**src/rtl/fir_mac_sequencer_pkg.sv**
```systemverilog
`timescale 1ns/1ps
`default_nettype none
// ============================================================================
// Module      : fir_pkg
// Description : Shared types and default constants for the time-multiplexed
//               FIR sequencer: FSM state encoding, default widths and tap
//               count, and a default low-pass coefficient set.
// Revision    : 1.0 - initial release
// ============================================================================
package fir_pkg;

    typedef enum logic [1:0] {
        IDLE = 2'd0,
        MAC  = 2'd1,
        OUT  = 2'd2
    } fir_state_t;

    localparam int c_TAPS = 5;
    localparam int c_DW   = 16;
    localparam int c_CW   = 16;
    localparam int c_OW   = 32;

    // Symmetric low-pass set, Q15-style values.
    localparam logic [15:0] c_DEF_COEF [5] = '{
        16'h0199, 16'h0332, 16'h0666, 16'h0332, 16'h0199
    };

endpackage : fir_pkg
`default_nettype wire

```
**src/rtl/fir_mac_sequencer_if.sv**
```systemverilog
`timescale 1ns/1ps
`default_nettype none
// ============================================================================
// Module      : fir_mac_sequencer_if
// Description : Sample-in / result-out valid-ready streams of the FIR
//               sequencer.
//   in_valid/in_ready/in_data    : upstream sample stream (x[n], signed DW)
//   out_valid/out_ready/out_data : downstream result stream (y[n], signed OW)
//   modport slave  : the filter side
//   modport master : the source/sink side
// Revision    : 1.0 - initial release
// ============================================================================
interface fir_mac_sequencer_if
    import fir_pkg::*;
#(
    parameter int DW = c_DW,
    parameter int OW = c_OW
) ();

    logic                 in_valid;
    logic                 in_ready;
    logic signed [DW-1:0] in_data;
    logic                 out_valid;
    logic                 out_ready;
    logic signed [OW-1:0] out_data;

    modport slave (
        input  in_valid, in_data, out_ready,
        output in_ready, out_valid, out_data
    );

    modport master (
        output in_valid, in_data, out_ready,
        input  in_ready, out_valid, out_data
    );

endinterface : fir_mac_sequencer_if
`default_nettype wire

```
**src/rtl/fir_mac_sequencer_mac_unit.sv**
```systemverilog
`timescale 1ns/1ps
`default_nettype none
// ============================================================================
// Module      : fir_mac_unit
// Description : Shared signed multiply-accumulate datapath with output stage.
//   clr      : zero the accumulator (takes priority over en)
//   en       : acc += coef*sample
//   last     : register the reduced value of (acc + coef*sample) to out_data
//   coef     : signed CW coefficient operand
//   sample   : signed DW sample operand
//   out_data : signed OW result, held until the next 'last'
// Build macro : FIR_SAT_EN - clamp out-of-range results instead of wrapping.
// Revision    : 1.0 - initial release
// ============================================================================
module fir_mac_unit #(
    parameter int DW   = 16,
    parameter int CW   = 16,
    parameter int OW   = 32,
    parameter int ACCW = 35
) (
    input  wire logic                 clk,
    input  wire logic                 rst_n,
    input  wire logic                 clr,
    input  wire logic                 en,
    input  wire logic                 last,
    input  wire logic signed [CW-1:0] coef,
    input  wire logic signed [DW-1:0] sample,
    output logic signed [OW-1:0]      out_data
);

    logic signed [DW+CW-1:0] w_prod;
    logic signed [ACCW-1:0]  w_acc_next;
    logic signed [OW-1:0]    w_reduced;
    logic signed [ACCW-1:0]  r_acc;
    logic signed [OW-1:0]    r_out;

    assign w_prod     = coef * sample;
    // Accumulator headroom covers TAPS full-scale products without overflow.
    assign w_acc_next = r_acc + {{(ACCW-DW-CW){w_prod[DW+CW-1]}}, w_prod};

    generate
        if (ACCW >= OW) begin : g_narrow
`ifdef FIR_SAT_EN
            logic [ACCW-OW:0] w_hi;
            logic             w_in_range;
            // In range when every bit above the OW sign bit matches it.
            assign w_hi       = w_acc_next[ACCW-1:OW-1];
            assign w_in_range = (&w_hi) | ~(|w_hi);
            assign w_reduced  = w_in_range ? w_acc_next[OW-1:0] :
                                w_acc_next[ACCW-1] ? {1'b1, {(OW-1){1'b0}}} :
                                                     {1'b0, {(OW-1){1'b1}}};
`else
            assign w_reduced  = w_acc_next[OW-1:0];
`endif
        end else begin : g_wide
            assign w_reduced  = {{(OW-ACCW){w_acc_next[ACCW-1]}}, w_acc_next};
        end
    endgenerate

    always_ff @(posedge clk or negedge rst_n) begin
        if (!rst_n) begin
            r_acc <= '0;
            r_out <= '0;
        end else begin
            if (clr) begin
                r_acc <= '0;
            end else if (en) begin
                r_acc <= w_acc_next;
            end
            // The final tap's product is folded in here so the result is
            // registered on the same edge that leaves MAC.
            if (last) begin
                r_out <= w_reduced;
            end
        end
    end

    assign out_data = r_out;

endmodule : fir_mac_unit
`default_nettype wire

```
**src/rtl/fir_mac_sequencer.sv**
```systemverilog
`timescale 1ns/1ps
`default_nettype none
// ============================================================================
// Module      : fir_mac_sequencer
// Description : Time-multiplexed FIR filter, y[n] = sum_k coef[k]*x[n-k],
//               using one shared MAC over TAPS cycles per sample.
//   clk, rst_n            : clock (rising edge), async active-low reset
//   s (slave modport)     : in_valid/in_ready/in_data, out_valid/out_ready/
//                           out_data streams
//   coef_we/addr/wdata    : run-time coefficient write port
//   coef_err              : one-cycle pulse when a write was dropped
//   hist_clr              : zero the sample history (IDLE only)
//   busy                  : sequencer is not idle
// Build macro : FIR_SAT_EN - saturating output instead of two's-complement wrap.
// Revision    : 1.0 - initial release
// ============================================================================
module fir_mac_sequencer
    import fir_pkg::*;
#(
    parameter int TAPS = c_TAPS,
    parameter int DW   = c_DW,
    parameter int CW   = c_CW,
    parameter int OW   = c_OW
) (
    input  wire logic                     clk,
    input  wire logic                     rst_n,
    fir_mac_sequencer_if.slave            s,
    input  wire logic                     coef_we,
    input  wire logic [$clog2(TAPS)-1:0]  coef_addr,
    input  wire logic signed [CW-1:0]     coef_wdata,
    output logic                          coef_err,
    input  wire logic                     hist_clr,
    output logic                          busy
);

    localparam int ACCW = DW + CW + $clog2(TAPS);
    localparam int IW   = $clog2(TAPS);

    localparam logic [1:0] c_S_IDLE = IDLE;
    localparam logic [1:0] c_S_MAC  = MAC;
    localparam logic [1:0] c_S_OUT  = OUT;

    logic [1:0]           r_state;
    logic [IW-1:0]        r_idx;
    logic signed [DW-1:0] r_hist [TAPS];
    logic signed [CW-1:0] r_coef [TAPS];
    logic                 r_coef_err;

    logic                 w_in_hs;
    logic                 w_out_hs;
    logic                 w_mac;
    logic                 w_last;
    logic                 w_addr_ok;
    logic signed [OW-1:0] w_out_data;

    assign w_in_hs   = s.in_valid  && (r_state == c_S_IDLE);
    assign w_out_hs  = s.out_ready && (r_state == c_S_OUT);
    assign w_mac     = (r_state == c_S_MAC);
    assign w_last    = w_mac && (r_idx == IW'(TAPS-1));
    assign w_addr_ok = int'(coef_addr) < TAPS;

    // Sequencer FSM and tap index.
    always_ff @(posedge clk or negedge rst_n) begin
        if (!rst_n) begin
            r_state <= c_S_IDLE;
            r_idx   <= '0;
        end else begin
            case (r_state)
                c_S_IDLE: begin
                    if (w_in_hs) begin
                        r_state <= c_S_MAC;
                        r_idx   <= '0;
                    end
                end
                c_S_MAC: begin
                    r_idx <= r_idx + 1'b1;
                    if (w_last) begin
                        r_state <= c_S_OUT;
                    end
                end
                c_S_OUT: begin
                    if (w_out_hs) begin
                        r_state <= c_S_IDLE;
                    end
                end
                default: r_state <= c_S_IDLE;
            endcase
        end
    end

    // Sample history. A clear coinciding with a new sample keeps only the
    // new sample.
    always_ff @(posedge clk or negedge rst_n) begin
        if (!rst_n) begin
            for (int k = 0; k < TAPS; k++) r_hist[k] <= '0;
        end else if (r_state == c_S_IDLE) begin
            if (w_in_hs) begin
                r_hist[0] <= s.in_data;
                for (int k = 1; k < TAPS; k++) begin
                    r_hist[k] <= hist_clr ? '0 : r_hist[k-1];
                end
            end else if (hist_clr) begin
                for (int k = 0; k < TAPS; k++) r_hist[k] <= '0;
            end
        end
    end

    // Coefficient file. Writes during MAC would corrupt the running sum, so
    // they are dropped and flagged along with out-of-range addresses.
    always_ff @(posedge clk or negedge rst_n) begin
        if (!rst_n) begin
            for (int k = 0; k < TAPS; k++) r_coef[k] <= '0;
            r_coef_err <= 1'b0;
        end else begin
            r_coef_err <= coef_we && (w_mac || !w_addr_ok);
            if (coef_we && !w_mac && w_addr_ok) begin
                r_coef[coef_addr] <= coef_wdata;
            end
        end
    end

    fir_mac_unit #(
        .DW   (DW),
        .CW   (CW),
        .OW   (OW),
        .ACCW (ACCW)
    ) u_mac (
        .clk      (clk),
        .rst_n    (rst_n),
        .clr      (w_in_hs),
        .en       (w_mac),
        .last     (w_last),
        .coef     (r_coef[r_idx]),
        .sample   (r_hist[r_idx]),
        .out_data (w_out_data)
    );

    assign s.in_ready  = (r_state == c_S_IDLE);
    assign s.out_valid = (r_state == c_S_OUT);
    assign s.out_data  = w_out_data;
    assign coef_err    = r_coef_err;
    assign busy        = (r_state != c_S_IDLE);

endmodule : fir_mac_sequencer
`default_nettype wire

```
**src/flat_wrapper.sv**
```systemverilog
// flat-port wrapper written by rule: the top's interface ports become plain ports
module fir_mac_sequencer_flat import fir_pkg::*;
#(
    parameter int TAPS = c_TAPS,
    parameter int DW   = c_DW,
    parameter int CW   = c_CW,
    parameter int OW   = c_OW
)
  (clk, rst_n, coef_we, coef_addr, coef_wdata, coef_err, hist_clr, busy, s_in_valid, s_in_data, s_out_ready, s_in_ready, s_out_valid, s_out_data);
  fir_mac_sequencer_if #(.DW(DW), .OW(OW)) s_i ();
  input  wire logic clk;
  input  wire logic rst_n;
  input  wire logic coef_we;
  input  wire logic [$clog2(TAPS)-1:0] coef_addr;
  input  wire logic signed [CW-1:0] coef_wdata;
  output logic coef_err;
  input  wire logic hist_clr;
  output logic busy;
  input wire logic [$bits(s_i.in_valid)-1:0] s_in_valid;
  input wire logic [$bits(s_i.in_data)-1:0] s_in_data;
  input wire logic [$bits(s_i.out_ready)-1:0] s_out_ready;
  output wire logic [$bits(s_i.in_ready)-1:0] s_in_ready;
  output wire logic [$bits(s_i.out_valid)-1:0] s_out_valid;
  output wire logic [$bits(s_i.out_data)-1:0] s_out_data;
  assign s_i.in_valid = s_in_valid;
  assign s_i.in_data = s_in_data;
  assign s_i.out_ready = s_out_ready;
  assign s_in_ready = s_i.in_ready;
  assign s_out_valid = s_i.out_valid;
  assign s_out_data = s_i.out_data;
  fir_mac_sequencer #(.TAPS(TAPS), .DW(DW), .CW(CW), .OW(OW)) u_core (.clk(clk), .rst_n(rst_n), .s(s_i), .coef_we(coef_we), .coef_addr(coef_addr), .coef_wdata(coef_wdata), .coef_err(coef_err), .hist_clr(hist_clr), .busy(busy));
endmodule
```
**config.mk**
```make
export PLATFORM = sky130hd
export DESIGN_NAME = fir_mac_sequencer_flat
export DESIGN_NICKNAME = d
export VERILOG_FILES = /design/src/rtl/fir_mac_sequencer_pkg.sv /design/src/rtl/fir_mac_sequencer_if.sv /design/src/rtl/fir_mac_sequencer_mac_unit.sv /design/src/rtl/fir_mac_sequencer.sv /design/src/flat_wrapper.sv
export SDC_FILE = /design/constraint.sdc
export NUM_CORES = 1
export LEC_CHECK = 0
export CAP_MARGIN = 20
export CORE_MARGIN = 3
export CORE_UTILIZATION = 60
export CTS_BUF_LIST = sky130_fd_sc_hd__clkbuf_8
export CTS_CLUSTER_DIAMETER = 80
export DETAILED_ROUTE_END_ITERATION = 12
export PLACE_DENSITY_LB_ADDON = 0.3
export SLEW_MARGIN = 20
export SYNTH_ARGS = -nofsm -noshare
export SYNTH_HDL_FRONTEND = slang
export SYNTH_SLANG_ARGS = --single-unit
```
**constraint.sdc**
```tcl
create_clock -name clk -period 10.2 [get_ports clk]
set_clock_uncertainty 0.1 [all_clocks]
set_input_delay 1.02 -clock clk [delete_from_list [all_inputs] [get_ports clk]]
set_output_delay 1.02 -clock clk [all_outputs]
set_load 0.01 [all_outputs]
```
==> impl_metrics.csv <==
group,metric,value,unit
clocking,cts_buffer_depth,3,
layout,fin_nets,2563,
critical_path,cpMaxStageDelayCell,"dfrtp_4",
critical_path,worstPathArrival,9.99,ns
placed_design,portBuffers,76,
critical_path,timing.rr.end,"u_core.u_mac.r_acc[31]",
yosys,syn_avg_cell_area,10.1,um2
yosys,synth-xor-area-share,2.59,%
clocking,cts_tree,"yes",
clocking,cts_made_buffers,40,
min_path,hold_path_class,"in -> async",
critical_path,cp_max_fo,20,
routing,num_vias,15074,
sta,timing.final.crit_share,94.5,%
routing,routedWlPerCell,19.7,um
yosys,synth_common_cells,"inv_1, fa_1, dfrtp_1",
layout,fillCellCount,2722,
clocking,worst_skew_pair.late_latency,0.60,ns
placed_design,gp_congestion,0.972,
critical_path,r2r-start,"u_core.r_idx[0]",
yosys,synth-main-ff-cell,"dfrtp_1",
yosys,synth-simple-area-share,9.43,%
yosys,muxShareOfSynthArea,7.84,%
grt,grt_max_degree,91,
sta,setup_viol,0,
clocking,path_clk_slew,0.06,ns
layout,synthToLayoutAreaGrowth,11.7,%
grt,antenna_found_initial,0,
sta,fin_crit,9.64,ns
critical_path,crit_cells,37,
grt,gr-total-overflow,0,
routing,first_pass_iters,5,
yosys,yosysMostFrequentCell,"inv_1",
clocking,cts-root-buf,"clkbuf_8",
die,die_width,191,um
clocking,cts-htree-levels,2,
yosys,netlist_area,0.0206,mm2
die,start_util,61.2,%
yosys,ys_ff_latch,230,
critical_path,worst-r2r-setup-slack,0.56,ns
yosys,async_reset_ff_share,100,%
sta,worstMarginPinSlew,1.02,ns
die,coreArea,0.0337,mm2
routing,ant_nets,0,
flow_run,cap_violations,0,
yosys,synthesis.nets,2460,
layout,seq_area,0.00576,mm2
sta,slew_headroom,31.9,%
die,die_y,191,um
run_status,status,"finished clean",
yosys,synth_warnings,0,
clocking,cts.sinks,230,
critical_path,startpoint_type,"register",
placed_design,dp_hpwl,39700,um
layout,fin_cells,2620,
layout,diodes,0,
critical_path,cp_num_buf_inv,7,
sta,rsz0062_at_grt,"no",
sta,max_clock_freq,104,MHz
yosys,synth.area.top_cells,"dfrtp_1, fa_1, ha_1",
routing,finalWirelength,51700,um
die,die_area,0.0366,mm2
critical_path,crit_path_start,"u_core.r_idx[0]",
critical_path,endpoint,"u_core.u_mac.r_acc[31]",
routing,drc,0,
die,ios,77,
sta,final_hold_viol_count,0,
placed_design,dp.cells,2547,
sta,setup_slack,0.558,ns
yosys,ys_seq_area_share,27.9,%
yosys,synth_adder_area_share,32.6,%
yosys,syn_inst,2039,
layout,drive_above_1_share,12.7,%
critical_path,crit_family,"adder cells",
yosys,synth_edf_count,0,
critical_path,cp.required,10.55,ns
sta,slew_violations,0,
critical_path,crit_top_cell,"fa_1",
grt,grt_pass1_vias,15620,
routing,drt_iter0_drc,972,
grt,grt_use_total,29.5,%
clocking,holdBufCountCts,0,
yosys,yosysTopAreaCellShare,27.9,%
layout,multi_input_area,0.0135,mm2
critical_path,cp-end-kind,"register",
die,row_count,67,
yosys,synth_area_leader_cell,"dfrtp_1",
critical_path,cp_slowest_stage_delay,0.60,ns
placed_design,post-place-ws,0.460,ns
critical_path,worst-setup-path-type,"reg -> reg",
grt,grt_pass1_wl,83700,um
yosys,synth_top_family_by_area,"adder cells",
critical_path,rr_worst_depth,37,
yosys,synth.distinct_cells,61,
routing,post_drt_via_cell_ratio,5.75,
yosys,synth_compound_area_share,12.5,%
sta,setup_tns,0,ns
==> layout make-up <==
type                    count  area share (%)
clock inverters            23           0.625
well taps                 448            2.44
clock buffers              49            2.93
inverters                 314            5.12
repair buffers            136            5.42
multi-input cells        1420            58.4
flip-flops and latches    230            25.0
==> worst register-to-register path: cells and delay by family (launching register included) <==
| kind | cells | cell delay, ns |
|---|---|---|
| compound gates | 13 | 2.56 |
| simple gates | 9 | 1.83 |
| flops | 1 | 0.60 |
| buf+inv | 7 | 0.79 |
| fa+ha+maj | 8 | 3.61 |
==> cell families after synthesis <==
group / Yosys count
AND/OR/NAND/NOR: 464
buffers and inverters: 389
adder cells (fa/ha/maj): 380
AO/OA/AOI/OAI: 378
flip-flops: 230
multiplexers: 137
XOR/XNOR: 61
==> registers in the layout, summed over array words and instances (netlist names) <==
register	flops
u_core.r_idx	3
u_core.u_mac.r_acc	32
u_core.u_mac.out_data	32
u_core.r_coef	80
u_core.coef_err	1
u_core.r_state	2
u_core.r_hist	80
==> per-stage QoR <==
| step | hold slack (ns) | instance area, um2 | util, % |
|---|---|---|---|
| 6_report | 0.307 | 23000 | 68.3 |
| 5_1_grt | 0.365 | 23000 | 68.3 |
| 4_1_cts | 0.333 | 23000 | 68.2 |
| 3_5_place_dp | 0.370 | 22100 | 65.7 |
| 3_3_place_gp | 0.361 | 22100 | 65.7 |
| 2_1_floorplan | 0.356 | 20600 | - |
==> cells in the final DEF (no fill, tap or decap), types with 9 or more instances in the layout <==
cell / instances
inv_1: 326
fa_1: 263
dfrtp_1: 228
nand2_1: 195
nor2_1: 179
ha_1: 117
mux2_2: 105
a22o_1: 83
o21ai_0: 78
clkdlybuf4s50_1: 75
a21oi_1: 65
buf_4: 56
clkbuf_8: 49
xnor2_1: 38
o21a_1: 31
a21o_1: 28
nand3_1: 26
o21ai_1: 25
mux2i_1: 23
xor2_1: 23
or2_2: 12
mux4_2: 9
nand2b_1: 9
and2_1: 9
==> metal layers <==
layer	up-vias	wire length (um)	track usage (%)
met1	7680	21700	40.5
met2	427	25600	48.7
met5	-	0	0
met3	92	2770	4.35
met4	0	1550	9.54
li1	6875	-	-
==> how the worst min path moves through the flow <==
stage | to | slack (ns)
floorplan | u_core.u_mac.r_acc[10] | 0.36
global route | u_core.r_coef[11] | 0.37
global placement | u_core.u_mac.out_data[21] | 0.36
detailed placement | u_core.u_mac.out_data[6] | 0.37
finish | u_core.r_coef[43] | 0.31
CTS | u_core.r_coef[11] | 0.33
==> timing repair <==
action                                  CTS  global route
gates resized for setup                   0             9
setup buffers                             0             0
endpoints found under the setup margin    0             4
Power is left out: the tool's default activity adds up to more than one toggle a clock period on the data nets, which glitch-free logic cannot reach.
